--- config.mk ---
export PLATFORM = sky130hd
export DESIGN_NAME = cr16_mc_controller
export DESIGN_NICKNAME = d
export VERILOG_FILES = /design/src/rtl/cr16_mc_controller.sv
export SDC_FILE = /design/constraint.sdc
export NUM_CORES = 1
export LEC_CHECK = 0
export ABC_AREA = 1
export ABC_CLOCK_PERIOD_IN_PS = 1700
export CELL_PAD_IN_SITES_DETAIL_PLACEMENT = 0
export CELL_PAD_IN_SITES_GLOBAL_PLACEMENT = 1
export CORE_UTILIZATION = 25
export DETAILED_ROUTE_END_ITERATION = 12
export PLACE_DENSITY_LB_ADDON = 0.12
export SYNTH_ARGS = -nofsm -noshare
export SYNTH_HDL_FRONTEND = slang
export SYNTH_SLANG_ARGS = --single-unit
--- constraint.sdc ---
create_clock -name clk -period 1.7 [get_ports clk]
set_input_delay 0.34 -clock clk [delete_from_list [all_inputs] [get_ports clk]]
set_output_delay 0.34 -clock clk [all_outputs]
set_load 0.005 [all_outputs]
--- src/rtl/cr16_mc_controller.sv ---
`default_nettype none
// ============================================================================
// cr16_mc_controller : multicycle fetch/decode/execute control FSM for CR16.
// Optional: CR16_CTRL_ILLEGAL_TRAP_EN traps illegal opcodes into HALT.
// Rev 1.0
// ============================================================================
module cr16_mc_controller #(
    parameter int MEM_WAIT_MAX = 15
) (
    input  logic        clk,
    input  logic        reset,
    input  logic [15:0] ir,
    input  logic [4:0]  flag,
    input  logic        zero,
    input  logic        mem_ready,
    output logic        mem_req,
    output logic        mem_we,
    output logic        ir_mux,
    output logic        pcen,
    output logic        branch,
    output logic        jump,
    output logic        jal,
    output logic        regwrt,
    output logic        memtoreg,
    output logic        im_mux,
    output logic        pc_mux,
    output logic [1:0]  alusrcb,
    output logic [7:0]  OP,
    output logic [3:0]  state_dbg,
    output logic        err_timeout,
    output logic        illegal
);

    typedef enum logic [3:0] {
        FETCH    = 4'd0,
        DECODE   = 4'd1,
        EXEC_R   = 4'd2,
        EXEC_I   = 4'd3,
        MEM_ADDR = 4'd4,
        MEM_RD   = 4'd5,
        MEM_WR   = 4'd6,
        LOAD_WB  = 4'd7,
        BRANCH   = 4'd8,
        JUMP     = 4'd9,
        HALT     = 4'd15
    } state_t;

    localparam logic [3:0] WAIT_MAX = 4'(MEM_WAIT_MAX);

    state_t     state, next_state;
    logic [3:0] wait_cnt;
    logic [3:0] opcode, cond, ext;
    logic       cond_true, is_imm_op, req_state;
    logic       unused_bits;

    assign opcode      = ir[15:12];
    assign cond        = ir[11:8];
    assign ext         = ir[7:4];
    assign unused_bits = &{flag[4:2], flag[0], ir[3:0]};

    // N lives in flag[1]; Z comes from the dedicated zero input
    always_comb begin
        case (cond)
            4'b0000: cond_true = zero;
            4'b0001: cond_true = !zero;
            4'b0110: cond_true = flag[1];
            4'b0111: cond_true = !flag[1];
            4'b1100: cond_true = !flag[1] && !zero;
            4'b1110: cond_true = 1'b1;
            default: cond_true = 1'b0;
        endcase
    end

    always_comb begin
        case (opcode)
            4'b0001, 4'b0010, 4'b0011, 4'b0101,
            4'b1001, 4'b1011, 4'b1101, 4'b1111: is_imm_op = 1'b1;
            default:                            is_imm_op = 1'b0;
        endcase
    end

    assign req_state = (state == FETCH) || (state == MEM_RD) || (state == MEM_WR);

    always_ff @(posedge clk) begin
        if (reset) state <= FETCH;
        else       state <= next_state;
    end

    always_comb begin
        next_state = state;
        mem_req    = 1'b0;
        mem_we     = 1'b0;
        ir_mux     = 1'b0;
        pcen       = 1'b0;
        branch     = 1'b0;
        jump       = 1'b0;
        jal        = 1'b0;
        regwrt     = 1'b0;
        memtoreg   = 1'b0;
        im_mux     = 1'b0;
        pc_mux     = 1'b0;
        alusrcb    = 2'b00;
        OP         = 8'h00;
        case (state)
            FETCH: begin
                mem_req = 1'b1;
                if (mem_ready) begin
                    ir_mux     = 1'b1;
                    pcen       = 1'b1;
                    next_state = DECODE;
                end
            end
            DECODE: begin
                if (opcode == 4'b0000)
                    next_state = EXEC_R;
                else if (is_imm_op)
                    next_state = EXEC_I;
                else if (opcode == 4'b0100 && (ext == 4'b0000 || ext == 4'b0100))
                    next_state = MEM_ADDR;
                else if (opcode == 4'b0100 && (ext == 4'b1100 || ext == 4'b1000))
                    next_state = JUMP;
                else if (opcode == 4'b1100)
                    next_state = BRANCH;
                else
`ifdef CR16_CTRL_ILLEGAL_TRAP_EN
                    next_state = HALT;
`else
                    next_state = FETCH;
`endif
            end
            EXEC_R: begin
                regwrt     = (ext != 4'b1011);
                OP         = {opcode, ext};
                next_state = FETCH;
            end
            EXEC_I: begin
                im_mux     = 1'b1;
                regwrt     = (opcode != 4'b1011);
                OP         = {4'b0000, opcode};
                case (opcode)
                    4'b0101, 4'b1001, 4'b1011: alusrcb = 2'b01;
                    4'b1111:                   alusrcb = 2'b11;
                    default:                   alusrcb = 2'b10;
                endcase
                next_state = FETCH;
            end
            MEM_ADDR: next_state = (ext == 4'b0100) ? MEM_WR : MEM_RD;
            MEM_RD: begin
                mem_req = 1'b1;
                if (mem_ready) next_state = LOAD_WB;
            end
            MEM_WR: begin
                mem_req = 1'b1;
                mem_we  = 1'b1;
                if (mem_ready) next_state = FETCH;
            end
            LOAD_WB: begin
                regwrt     = 1'b1;
                memtoreg   = 1'b1;
                next_state = FETCH;
            end
            BRANCH: begin
                if (cond_true) begin
                    branch  = 1'b1;
                    pc_mux  = 1'b1;
                    im_mux  = 1'b1;
                    alusrcb = 2'b01;
                end
                next_state = FETCH;
            end
            JUMP: begin
                if (ext == 4'b1000) begin
                    jal    = 1'b1;
                    regwrt = 1'b1;
                    jump   = 1'b1;
                end else begin
                    jump = cond_true;
                end
                next_state = FETCH;
            end
            HALT:    next_state = HALT;
            default: next_state = FETCH;
        endcase
        // Reset silences every strobe immediately so an abandoned request drops
        if (reset) begin
            mem_req  = 1'b0;
            mem_we   = 1'b0;
            ir_mux   = 1'b0;
            pcen     = 1'b0;
            branch   = 1'b0;
            jump     = 1'b0;
            jal      = 1'b0;
            regwrt   = 1'b0;
            memtoreg = 1'b0;
            im_mux   = 1'b0;
            pc_mux   = 1'b0;
            alusrcb  = 2'b00;
            OP       = 8'h00;
        end
    end

    always_ff @(posedge clk) begin
        if (reset || !req_state || mem_ready || next_state != state)
            wait_cnt <= 4'd0;
        else if (wait_cnt != WAIT_MAX)
            wait_cnt <= wait_cnt + 4'd1;
    end

    // Fires during the wait cycle that brings the counter to its ceiling
    assign err_timeout = !reset && req_state && !mem_ready && (wait_cnt == WAIT_MAX - 4'd1);
    assign state_dbg   = reset ? 4'd0 : state;

`ifdef CR16_CTRL_ILLEGAL_TRAP_EN
    assign illegal = !reset && (state == HALT);
`else
    assign illegal = 1'b0;
`endif

endmodule
`default_nettype wire

==> results.sh, run 1 <==
export IMPL_place_congestion=0.8129
export IMPL_synthMuxAreaShare_pct=0
export IMPL_fin_crit_sh_pct=106.8
export IMPL_yosysWarnings=0
export IMPL_clk_pin_slew_ps=40
export IMPL_routed_via_count=1484
export IMPL_ys_top_cells_by_count="46 x nand2_1, 29 x inv_1, 25 x nor2_1"
export IMPL_arrival_ps=1480
export IMPL_yosys_area_top_type="nand2_1"
export IMPL_timing_fmax_mhz=550.7
export IMPL_fp_coreArea_sq_um=3744
export IMPL_track_usage_pct=16.79
export IMPL_synthAdderAreaFrac_pct=2.491
export IMPL_power_per_cell_area_nw_per_um2=346.9
export IMPL_clock_sinks=8
export IMPL_synthesis_area_sq_um=1005
export IMPL_synth_compound_area_share_pct=7.721
export IMPL_die_area_sq_um=4277
export IMPL_power_mw=0.7105
export IMPL_synth_avg_cell_area_sq_um=5.520
export IMPL_synthTopCellsByArea="nand2_1 17%, dfxtp_1 16%, inv_1 11%"
export IMPL_synth_xor_area_share_pct=3.487
export IMPL_cts_root_buffer="clkbuf_8"
export IMPL_ioPinCount=52
export IMPL_hpwl_mm=2.579
export IMPL_p_leak_nw=1.135
export IMPL_yosysTopAreaCellShare_pct=17.19
export IMPL_cp_max_fo=3
export IMPL_synth_edf_count=0
export IMPL_die_y_um=65.40
export IMPL_drc=0
export IMPL_port_buffers=42
export IMPL_critPathRequiredTime_ps=1360
export IMPL_routedWlPerCell_um=11.22
export IMPL_status="finished, violations left"
export IMPL_clock_path_buffers=2
export IMPL_nNetsFinal=309
export IMPL_synth_cells=182
export IMPL_path_class="register to output port"
export IMPL_start_util_pct=26.84
export IMPL_ant_nets=0
export IMPL_drt_iter0_markers=51
export IMPL_slowest_delay_ps=340
export IMPL_drt_total_wl_mm=3.680
export IMPL_rsz0062_at_grt="yes"
export IMPL_synth_seq_area_share_pct=15.94
export IMPL_synth_most_common_cell="nand2_1"
export IMPL_antenna_found_initial=0
export IMPL_synth_top_flop_cell="dfxtp_1"
export IMPL_critPathLaunchType="register"
export IMPL_post_route_min_period_ps=1816
export IMPL_setup_viol=7
export IMPL_synth_simple_area_share_pct=54.92
export IMPL_fin_ws_ps=-115.9
export IMPL_via_per_inst=4.524
export IMPL_synth_top_family_by_area="simple AND/OR/NAND/NOR gates"
export IMPL_finalHoldViolations=0
export IMPL_first_pass_iters=4
export IMPL_die_w_um=65.40
export IMPL_peakVddDrop_mv=0.5551
export IMPL_grt_pass1_wl_mm=5.775
export IMPL_cts_max_level=1
export IMPL_synthToLayoutAreaGrowth_pct=103.9
export IMPL_rows=22
export IMPL_worstRegToRegCells=10
export IMPL_endpoint_kind="output port"
export IMPL_overflow=0
export IMPL_hold_path_class="register to register"
export IMPL_synth_async_sr_flop_share_pct=0
export IMPL_diodes=0
export IMPL_max_cap_violations=0
export IMPL_hold_path_depth=2
export IMPL_numCtsBuffers=3
export IMPL_violations="setup timing"
export IMPL_finalMaxSlewViolations=0
export IMPL_path_cells="buf_4, buf_6, nor2_4, buf_6, nand2_4, nand3_4, nand3_4, nor2_2, buf_2"
export IMPL_fin_util_pct=54.71
export IMPL_syn_num_nets=209
export IMPL_ys_seq_elements=8
export IMPL_finClkSkew_ps=2.899
export IMPL_grt_max_degree=12
export IMPL_insertion_delay_ps=230
export IMPL_slowest_stage="dfxtp_4"
export IMPL_first_global_vias=1379
export IMPL_cts_hold_buffers=0
export IMPL_drive_above_1_share_pct=52.86
export IMPL_cts_tree="done"
export IMPL_synth_cell_types=28
## worst paths after layout
kind | from | to | slack, ps
setup / recovery | state[3] | err_timeout | -120
hold / removal | wait_cnt[1] | wait_cnt[1] | 510
setup reg to reg | state[3] | state[1] | 160
hold reg to reg | wait_cnt[1] | wait_cnt[1] | 510
## state kept, by name (all words and copies together) (netlist names)
| name | flops |
|---|---|
| state | 4 |
| wait_cnt | 4 |
## metal layers
| metal | vias to the layer above | wire (um) | GRT usage, % |
|---|---|---|---|
| met5 | - | 0 | 0 |
| met4 | 0 | 63 | 5.435 |
| met3 | 6 | 160 | 0.8681 |
| met2 | 39 | 1875 | 32.22 |
| met1 | 674 | 1581 | 19.48 |
| li1 | 765 | - | - |
## worst max-delay path: cells and delay by family, from the launching register on
family / cells / cell delay, ps
buf+inv: 4 / 510
flops: 1 / 340
simple gates: 5 / 390
## kinds of logic (layout without fill, tap and decap cells)
logic type      after synthesis  count (layout)
xor+xnor                      4               4
buf+inv                      37             135
flops                         8               8
other cells                   1               1
fa+ha+maj                     2               2
compound gates               14              14
simple gates                116             116
## placed cells by master (no fill, tap or decap), types with 2 or more instances in the layout
| cell | netlist | layout |
|---|---|---|
| dfxtp_4 | 0 | 3 |
| nand2_4 | 1 | 3 |
| dfxtp_1 | 8 | 4 |
| buf_4 | 3 | 48 |
| nor2_2 | 5 | 8 |
| dlygate4sd2_1 | 0 | 10 |
| clkdlybuf4s15_1 | 0 | 3 |
| clkbuf_2 | 0 | 8 |
| inv_2 | 3 | 13 |
| nand3_4 | 1 | 2 |
| buf_6 | 0 | 11 |
| ha_1 | 2 | 2 |
| nand2_2 | 1 | 6 |
| clkdlybuf4s50_1 | 0 | 2 |
| nor3_2 | 0 | 6 |
| a21oi_1 | 6 | 5 |
| nor2_1 | 25 | 17 |
| xor2_1 | 3 | 3 |
| nor3_1 | 9 | 2 |
| nand3_2 | 1 | 2 |
| a21oi_2 | 1 | 2 |
| o21ai_1 | 0 | 2 |
| nand2_8 | 0 | 2 |
| clkbuf_8 | 0 | 3 |
| clkdlybuf4s15_2 | 0 | 4 |
| nor2_4 | 3 | 8 |
| nand3_1 | 17 | 15 |
| nand2_1 | 46 | 37 |
| or2_2 | 2 | 2 |
| nand4_1 | 4 | 4 |
| buf_2 | 1 | 13 |
| o21ai_0 | 5 | 2 |
| inv_1 | 29 | 18 |
## cell type report
class | instances | area (sq um)
inverter | 32 | 125.1
multi-input combinational | 137 | 864.6
timing repair buffer | 100 | 784.5
tap | 48 | 60.06
fill | 363 | 1695
clock buffer | 3 | 41.29
sequential | 8 | 172.7
## stage by stage
step | hold slack, ps | setup TNS, ps | worst slack [ps] | std cells | instance area [sq um]
CTS | 516.9 | -1228 | -194.4 | 321 | 1951
detailed placement | 510.8 | -11520 | -636.3 | 294 | 1657
global placement | 497.9 | -11460 | -664.9 | 294 | 1657
floorplan | 480.8 | 0 | 324.8 | 182 | 1005
finish | 511.4 | -623.0 | -115.9 | 328 | 2048
global route | 540.8 | -1735 | -176.6 | 328 | 2048
## timing repair
action                                  in CTS  in global routing
endpoints found under the setup margin      26                 23
pin swaps                                   24                 15
cloned                                       0                  0
resized for setup                          131                 53
setup buffers                               24                  7
## power breakdown
| group | total, mW | internal (mW) | switching (mW) |
|---|---|---|---|
| Clock | 0.225 | 0.153 | 0.0714 |
| Combinational | 0.286 | 0.145 | 0.141 |
| Sequential | 0.200 | 0.192 | 0.00754 |
| Total | 0.711 | 0.491 | 0.220 |
No activity file was read; power rests on OpenSTA's default activity.
==> inputs of run 2 (changes only) <==
==> constraint.sdc (replaced) <==
create_clock -name clk -period 1.7 [get_ports clk]
set_input_delay 0.17 -clock clk [delete_from_list [all_inputs] [get_ports clk]]
set_output_delay 0.17 -clock clk [all_outputs]
set_load 0.005 [all_outputs]
==> run 2 against run 1 <==
The flow now finishes without violations. Via count fell by 9.4%. Register-to-register slack improved by 240 ps. Die area did not move. Critical path depth fell by 1. Final cell count fell by 8.5%. Clock power rose by 5%. Hold slack improved by 3.2 ps. Largest cell class unchanged.
==> results.sh, run 2 (same netlist as run 1, synthesis figures left out) <==
export IMPL_status="completed"
export IMPL_overflow=0
export IMPL_ioPinCount=52
export IMPL_finClkSkew_ps=6.621
export IMPL_start_util_pct=26.84
export IMPL_ant_nets=0
export IMPL_routedWlPerCell_um=10.53
export IMPL_power_per_cell_area_nw_per_um2=358.0
export IMPL_drc=0
export IMPL_cts_root_buffer="clkbuf_8"
export IMPL_drt_iter0_markers=29
export IMPL_hold_ws_ps=514.7
export IMPL_dp_cells=289
export IMPL_rsz0062_at_grt="yes"
export IMPL_clock_path_buffers=2
export IMPL_drive_above_1_share_pct=30.16
export IMPL_path_buf_inv=3
export IMPL_r2r_slack_ps=400
export IMPL_port_buffers=42
export IMPL_cts_hold_buffers=0
export IMPL_top_regs="state: 4 flops, wait_cnt: 4 flops"
export IMPL_max_cap_violations=0
export IMPL_p_leak_nw=1.187
export IMPL_hold_path_class="register to register"
export IMPL_first_global_vias=1248
export IMPL_first_pass_iters=4
export IMPL_critPathRequiredTime_ps=1530
export IMPL_cts_tree="done"
export IMPL_track_usage_pct=15.59
export IMPL_slowest_delay_ps=340
export IMPL_slowest_stage="dfxtp_2"
export IMPL_die_area_sq_um=4277
export IMPL_place_ws_ps=-299.9
export IMPL_die_y_um=65.40
export IMPL_wl_met2_mm=1.496
export IMPL_place_congestion=0.8250
export IMPL_routed_via_count=1345
export IMPL_numCtsBuffers=3
export IMPL_cts_max_level=1
export IMPL_grt_pass1_wl_mm=5.216
export IMPL_route_met3_wl_um=156
export IMPL_fp_coreArea_sq_um=3744
export IMPL_hpwl_mm=2.525
export IMPL_design_area_sq_um=1848
export IMPL_top_layer_used="met4"
export IMPL_cp_depth=8
export IMPL_placed_cell_area_sq_um=1619
export IMPL_insertion_delay_ps=240
export IMPL_cp_max_fo=6
export IMPL_synthToLayoutAreaGrowth_pct=83.93
export IMPL_peakVddDrop_mv=0.3716
export IMPL_power_mw=0.6617
export IMPL_worstRegToRegCells=5
export IMPL_timing_fmax_mhz=616.2
export IMPL_path_cells="nor2_4, buf_12, buf_4, nand2_1, nand3_2, nand3_4, nor2_2, clkdlybuf4s15_1"
export IMPL_die_w_um=65.40
export IMPL_setup_viol=0
export IMPL_path_class="register to output port"
export IMPL_mostFrequentLayoutCells="40 x nand2_1, 28 x buf_4, 26 x inv_1"
export IMPL_drt_total_wl_mm=3.159
export IMPL_post_route_min_period_ps=1623
export IMPL_via_per_inst=4.483
export IMPL_finalHoldViolations=0
export IMPL_stdcell_count=300
export IMPL_arrival_ps=1450
export IMPL_rows=22
export IMPL_clock_sinks=8
export IMPL_fin_crit_sh_pct=95.46
export IMPL_met1_length_mm=1.454
export IMPL_hold_path_depth=2
export IMPL_critPathLaunchType="register"
export IMPL_grt_max_degree=12
export IMPL_antenna_found_initial=0
export IMPL_finalMaxSlewViolations=0
export IMPL_critPathTopFamily="simple AND/OR/NAND/NOR gates"
export IMPL_fin_ws_ps=77.26
export IMPL_clk_pin_slew_ps=40
export IMPL_nNetsFinal=281
export IMPL_final_common_cell="nand2_1"
export IMPL_diodes=0
export IMPL_endpoint_kind="output port"
[run 2: cell types whose count changed in the layout (fill, tap and decap cells not counted), moves of 4 or more]
| cell | change |
|---|---|
| buf_2 | -13 |
| buf_4 | -20 |
| buf_6 | -10 |
| clkbuf_2 | -7 |
| clkdlybuf4s15_2 | -4 |
| clkdlybuf4s50_1 | +12 |
| dlymetal6s2s_1 | +14 |
| inv_1 | +8 |
| inv_2 | -9 |
| nor3_1 | +4 |
[run 2: layout make-up]
type	count	area (sq um)
Tap cell	48	60.06
Sequential cell	8	172.7
Multi-Input combinational cell	137	765.7
Clock buffer	3	41.29
Timing Repair Buffer	72	680.7
Inverter	32	127.6
Fill cell	398	1896
[run 2: path summary, 6_finish.rpt]
| check | startpoint | endpoint |
|---|---|---|
| setup / recovery | state[3] | err_timeout |
| hold / removal | wait_cnt[1] | wait_cnt[1] |
| setup reg to reg | wait_cnt[0] | wait_cnt[0] |
| hold reg to reg | wait_cnt[1] | wait_cnt[1] |
[run 2: where the power goes]
| group | total (mW) | internal (mW) | switching (mW) |
|---|---|---|---|
| sequential | 0.204 | 0.192 | 0.0119 |
| clock | 0.236 | 0.154 | 0.0818 |
| combinational | 0.222 | 0.112 | 0.110 |
| total | 0.662 | 0.458 | 0.204 |
[run 2: what timing repair did]
| item | 4_1_cts | 5_1_grt |
|---|---|---|
| gates resized for setup | 25 | 41 |
| buffers inserted | 3 | 5 |
| pin swaps | 5 | 8 |
| setup endpoints to repair | 25 | 18 |
| endpoints found under the hold margin | 0 | 0 |
[run 2: per-stage QoR]
| step | utilization [%] | TNS [ps] |
|---|---|---|
| 3_5_place_dp | 43.25 | -2740 |
| 4_1_cts | 45.59 | -2876 |
| 2_1_floorplan | - | 0 |
| 6_report | 49.36 | 0 |
| 3_3_place_gp | 43.25 | -2530 |
| 5_1_grt | 49.36 | -31.50 |
[run 2: per-layer routing]
| layer | global-route usage (%) | vias to the layer above |
|---|---|---|
| li1 | - | 705 |
| met1 | 18.23 | 602 |
| met2 | 28.35 | 33 |
| met3 | 1.736 | 5 |
| met4 | 6.522 | 0 |
| met5 | 0 | - |
[run 2: worst register-to-register path, cell delays in order (launching register included)]
cell     delay, ps
dfxtp_1        390
ha_1           210
inv_1           50
nor2_1         280
xor2_1         220
nor2_2          50
==> inputs of run 3 (changes only) <==
--- a/config.mk
+++ b/config.mk
@@ -12,6 +12,7 @@
 export CORE_UTILIZATION = 25
 export DETAILED_ROUTE_END_ITERATION = 12
 export PLACE_DENSITY_LB_ADDON = 0.12
+export RECOVER_POWER = 100
 export SYNTH_ARGS = -nofsm -noshare
 export SYNTH_HDL_FRONTEND = slang
 export SYNTH_SLANG_ARGS = --single-unit
==> run 3 against run 2 <==
Power decreased by 0.55%. Sequential power about the same. Sequential cell count unchanged. Clock-buffer cell count unchanged. Hold slack got worse by 4.8 ps. Sequential share of layout area increased by 0.057 points. Clock power about the same. Wire length about the same. Final cell count unchanged. Combinational power decreased by 2%. Worst setup slack about the same. Register-to-register slack got worse by 100 ps. Critical endpoint unchanged. Largest power group unchanged.
==> results.sh, run 3 (same netlist as run 1, synthesis figures left out) <==
export IMPL_status="completed"
export IMPL_insertion_delay_ps=240
export IMPL_path_class="register to output port"
export IMPL_cts_tree="done"
export IMPL_hpwl_mm=2.525
export IMPL_regArea_sq_um=172.7
export IMPL_numCtsBuffers=3
export IMPL_peakVddDrop_mv=0.3721
export IMPL_clock_sinks=8
export IMPL_hold_ws_ps=509.9
export IMPL_cts_root_buffer="clkbuf_8"
export IMPL_r2r_slack_ps=300
export IMPL_synthToLayoutAreaGrowth_pct=82.81
export IMPL_hold_path_class="register to register"
export IMPL_clk_pin_slew_ps=40
export IMPL_n_fill_cell=400
export IMPL_diodes=0
export IMPL_routed_via_count=1346
export IMPL_power_mw=0.6580
export IMPL_mostFrequentLayoutCells="40 x nand2_1, 28 x buf_4, 26 x inv_1"
export IMPL_track_usage_pct=15.59
export IMPL_place_congestion=0.8250
export IMPL_overflow=0
export IMPL_top_regs="state: 4 flops, wait_cnt: 4 flops"
export IMPL_critPathRequiredTime_ps=1530
export IMPL_ioPinCount=52
export IMPL_critPathLaunchType="register"
export IMPL_grt_pass1_wl_mm=5.216
export IMPL_max_cap_violations=0
export IMPL_multi_input_comb_area_sq_um=754.5
export IMPL_drive_above_1_share_pct=29.37
export IMPL_first_pass_iters=4
export IMPL_rsz0062_at_grt="yes"
export IMPL_drt_total_wl_mm=3.162
export IMPL_rows=22
export IMPL_grt_max_degree=12
export IMPL_start_util_pct=26.84
export IMPL_fp_coreArea_sq_um=3744
export IMPL_via_per_inst=4.487
export IMPL_cts_max_level=1
export IMPL_power_per_cell_area_nw_per_um2=358.3
export IMPL_port_buffers=42
export IMPL_arrival_ps=1450
export IMPL_antenna_found_initial=0
export IMPL_die_area_sq_um=4277
export IMPL_fin_crit_sh_pct=95.47
export IMPL_path_cells="nor2_4, buf_12, buf_4, nand2_1, nand3_2, nand3_4, nor2_2, clkdlybuf4s15_1"
export IMPL_nNetsFinal=281
export IMPL_p_leak_nw=1.187
export IMPL_finClkSkew_ps=6.456
export IMPL_cp_max_fo=6
export IMPL_die_y_um=65.40
export IMPL_cts_hold_buffers=0
export IMPL_clock_path_buffers=2
export IMPL_finalHoldViolations=0
export IMPL_ant_nets=0
export IMPL_slowest_stage="dfxtp_2"
export IMPL_final_common_cell="nand2_1"
export IMPL_routedWlPerCell_um=10.54
export IMPL_drc=0
export IMPL_slowest_delay_ps=340
export IMPL_finalMaxSlewViolations=0
export IMPL_die_w_um=65.40
export IMPL_first_global_vias=1248
export IMPL_setup_viol=0
export IMPL_timing_fmax_mhz=616.2
export IMPL_endpoint_kind="output port"
export IMPL_drt_iter0_markers=49
export IMPL_post_route_min_period_ps=1623
## run 3: cell count changes in the layout (fill, tap and decap cells not counted)
| cell | delta |
|---|---|
| a21oi_1 | +1 |
| a21oi_2 | -1 |
| nor2_1 | +1 |
| nor2_4 | -1 |
## run 3: per-stage QoR
step / cell area, sq um / instances / worst slack (ps) / TNS (ps) / utilization [%]
2_1_floorplan: 1005 / 182 / 494.8 / 0 / -
3_3_place_gp: 1619 / 289 / -301.8 / -2530 / 43.25
3_5_place_dp: 1619 / 289 / -299.9 / -2740 / 43.25
4_1_cts: 1707 / 295 / -224.3 / -2876 / 45.59
5_1_grt: 1837 / 300 / -31.30 / -31.50 / 49.06
6_report: 1837 / 300 / 77.09 / 0 / 49.06
## run 3: cell type report
| type | instances | share of cell area [%] |
|---|---|---|
| multi-input combinational | 137 | 41.08 |
| sequential | 8 | 9.401 |
| inverter | 32 | 6.948 |
| clock buffer | 3 | 2.248 |
| timing repair buffer | 72 | 37.06 |
| tap | 48 | 3.270 |
## run 3: final timing paths
path                    start          end  cells after the start
setup / recovery     state[3]  err_timeout                      8
hold / removal    wait_cnt[1]  wait_cnt[1]                      2
setup reg to reg     state[3]     state[2]                     10
hold reg to reg   wait_cnt[1]  wait_cnt[1]                      2
## run 3: metal layers
layer / wire (um) / vias up / GRT usage [%]
li1: - / 706 / -
met1: 1458 / 602 / 18.23
met2: 1496 / 33 / 28.35
met3: 156 / 5 / 1.736
met4: 51 / 0 / 6.522
met5: 0 / - / 0
## run 3: critical path: cells and delay by family, from the launching register on
| family | cells | cell delay, ps |
|---|---|---|
| buffers and inverters | 3 | 430 |
| AND/OR/NAND/NOR | 5 | 440 |
| flip-flops | 1 | 340 |
## run 3: power by group
part	leakage (nW)	total [mW]	switching, mW	internal (mW)
clock	0.0216	0.236	0.0820	0.154
sequential	0.0677	0.204	0.0118	0.192
combinational	1.10	0.218	0.108	0.110
## run 3: repair_timing
item / CTS / global route
setup endpoints to repair: 25 / 18
pin swaps: 5 / 8
gates resized for setup: 25 / 41
setup buffers: 3 / 5
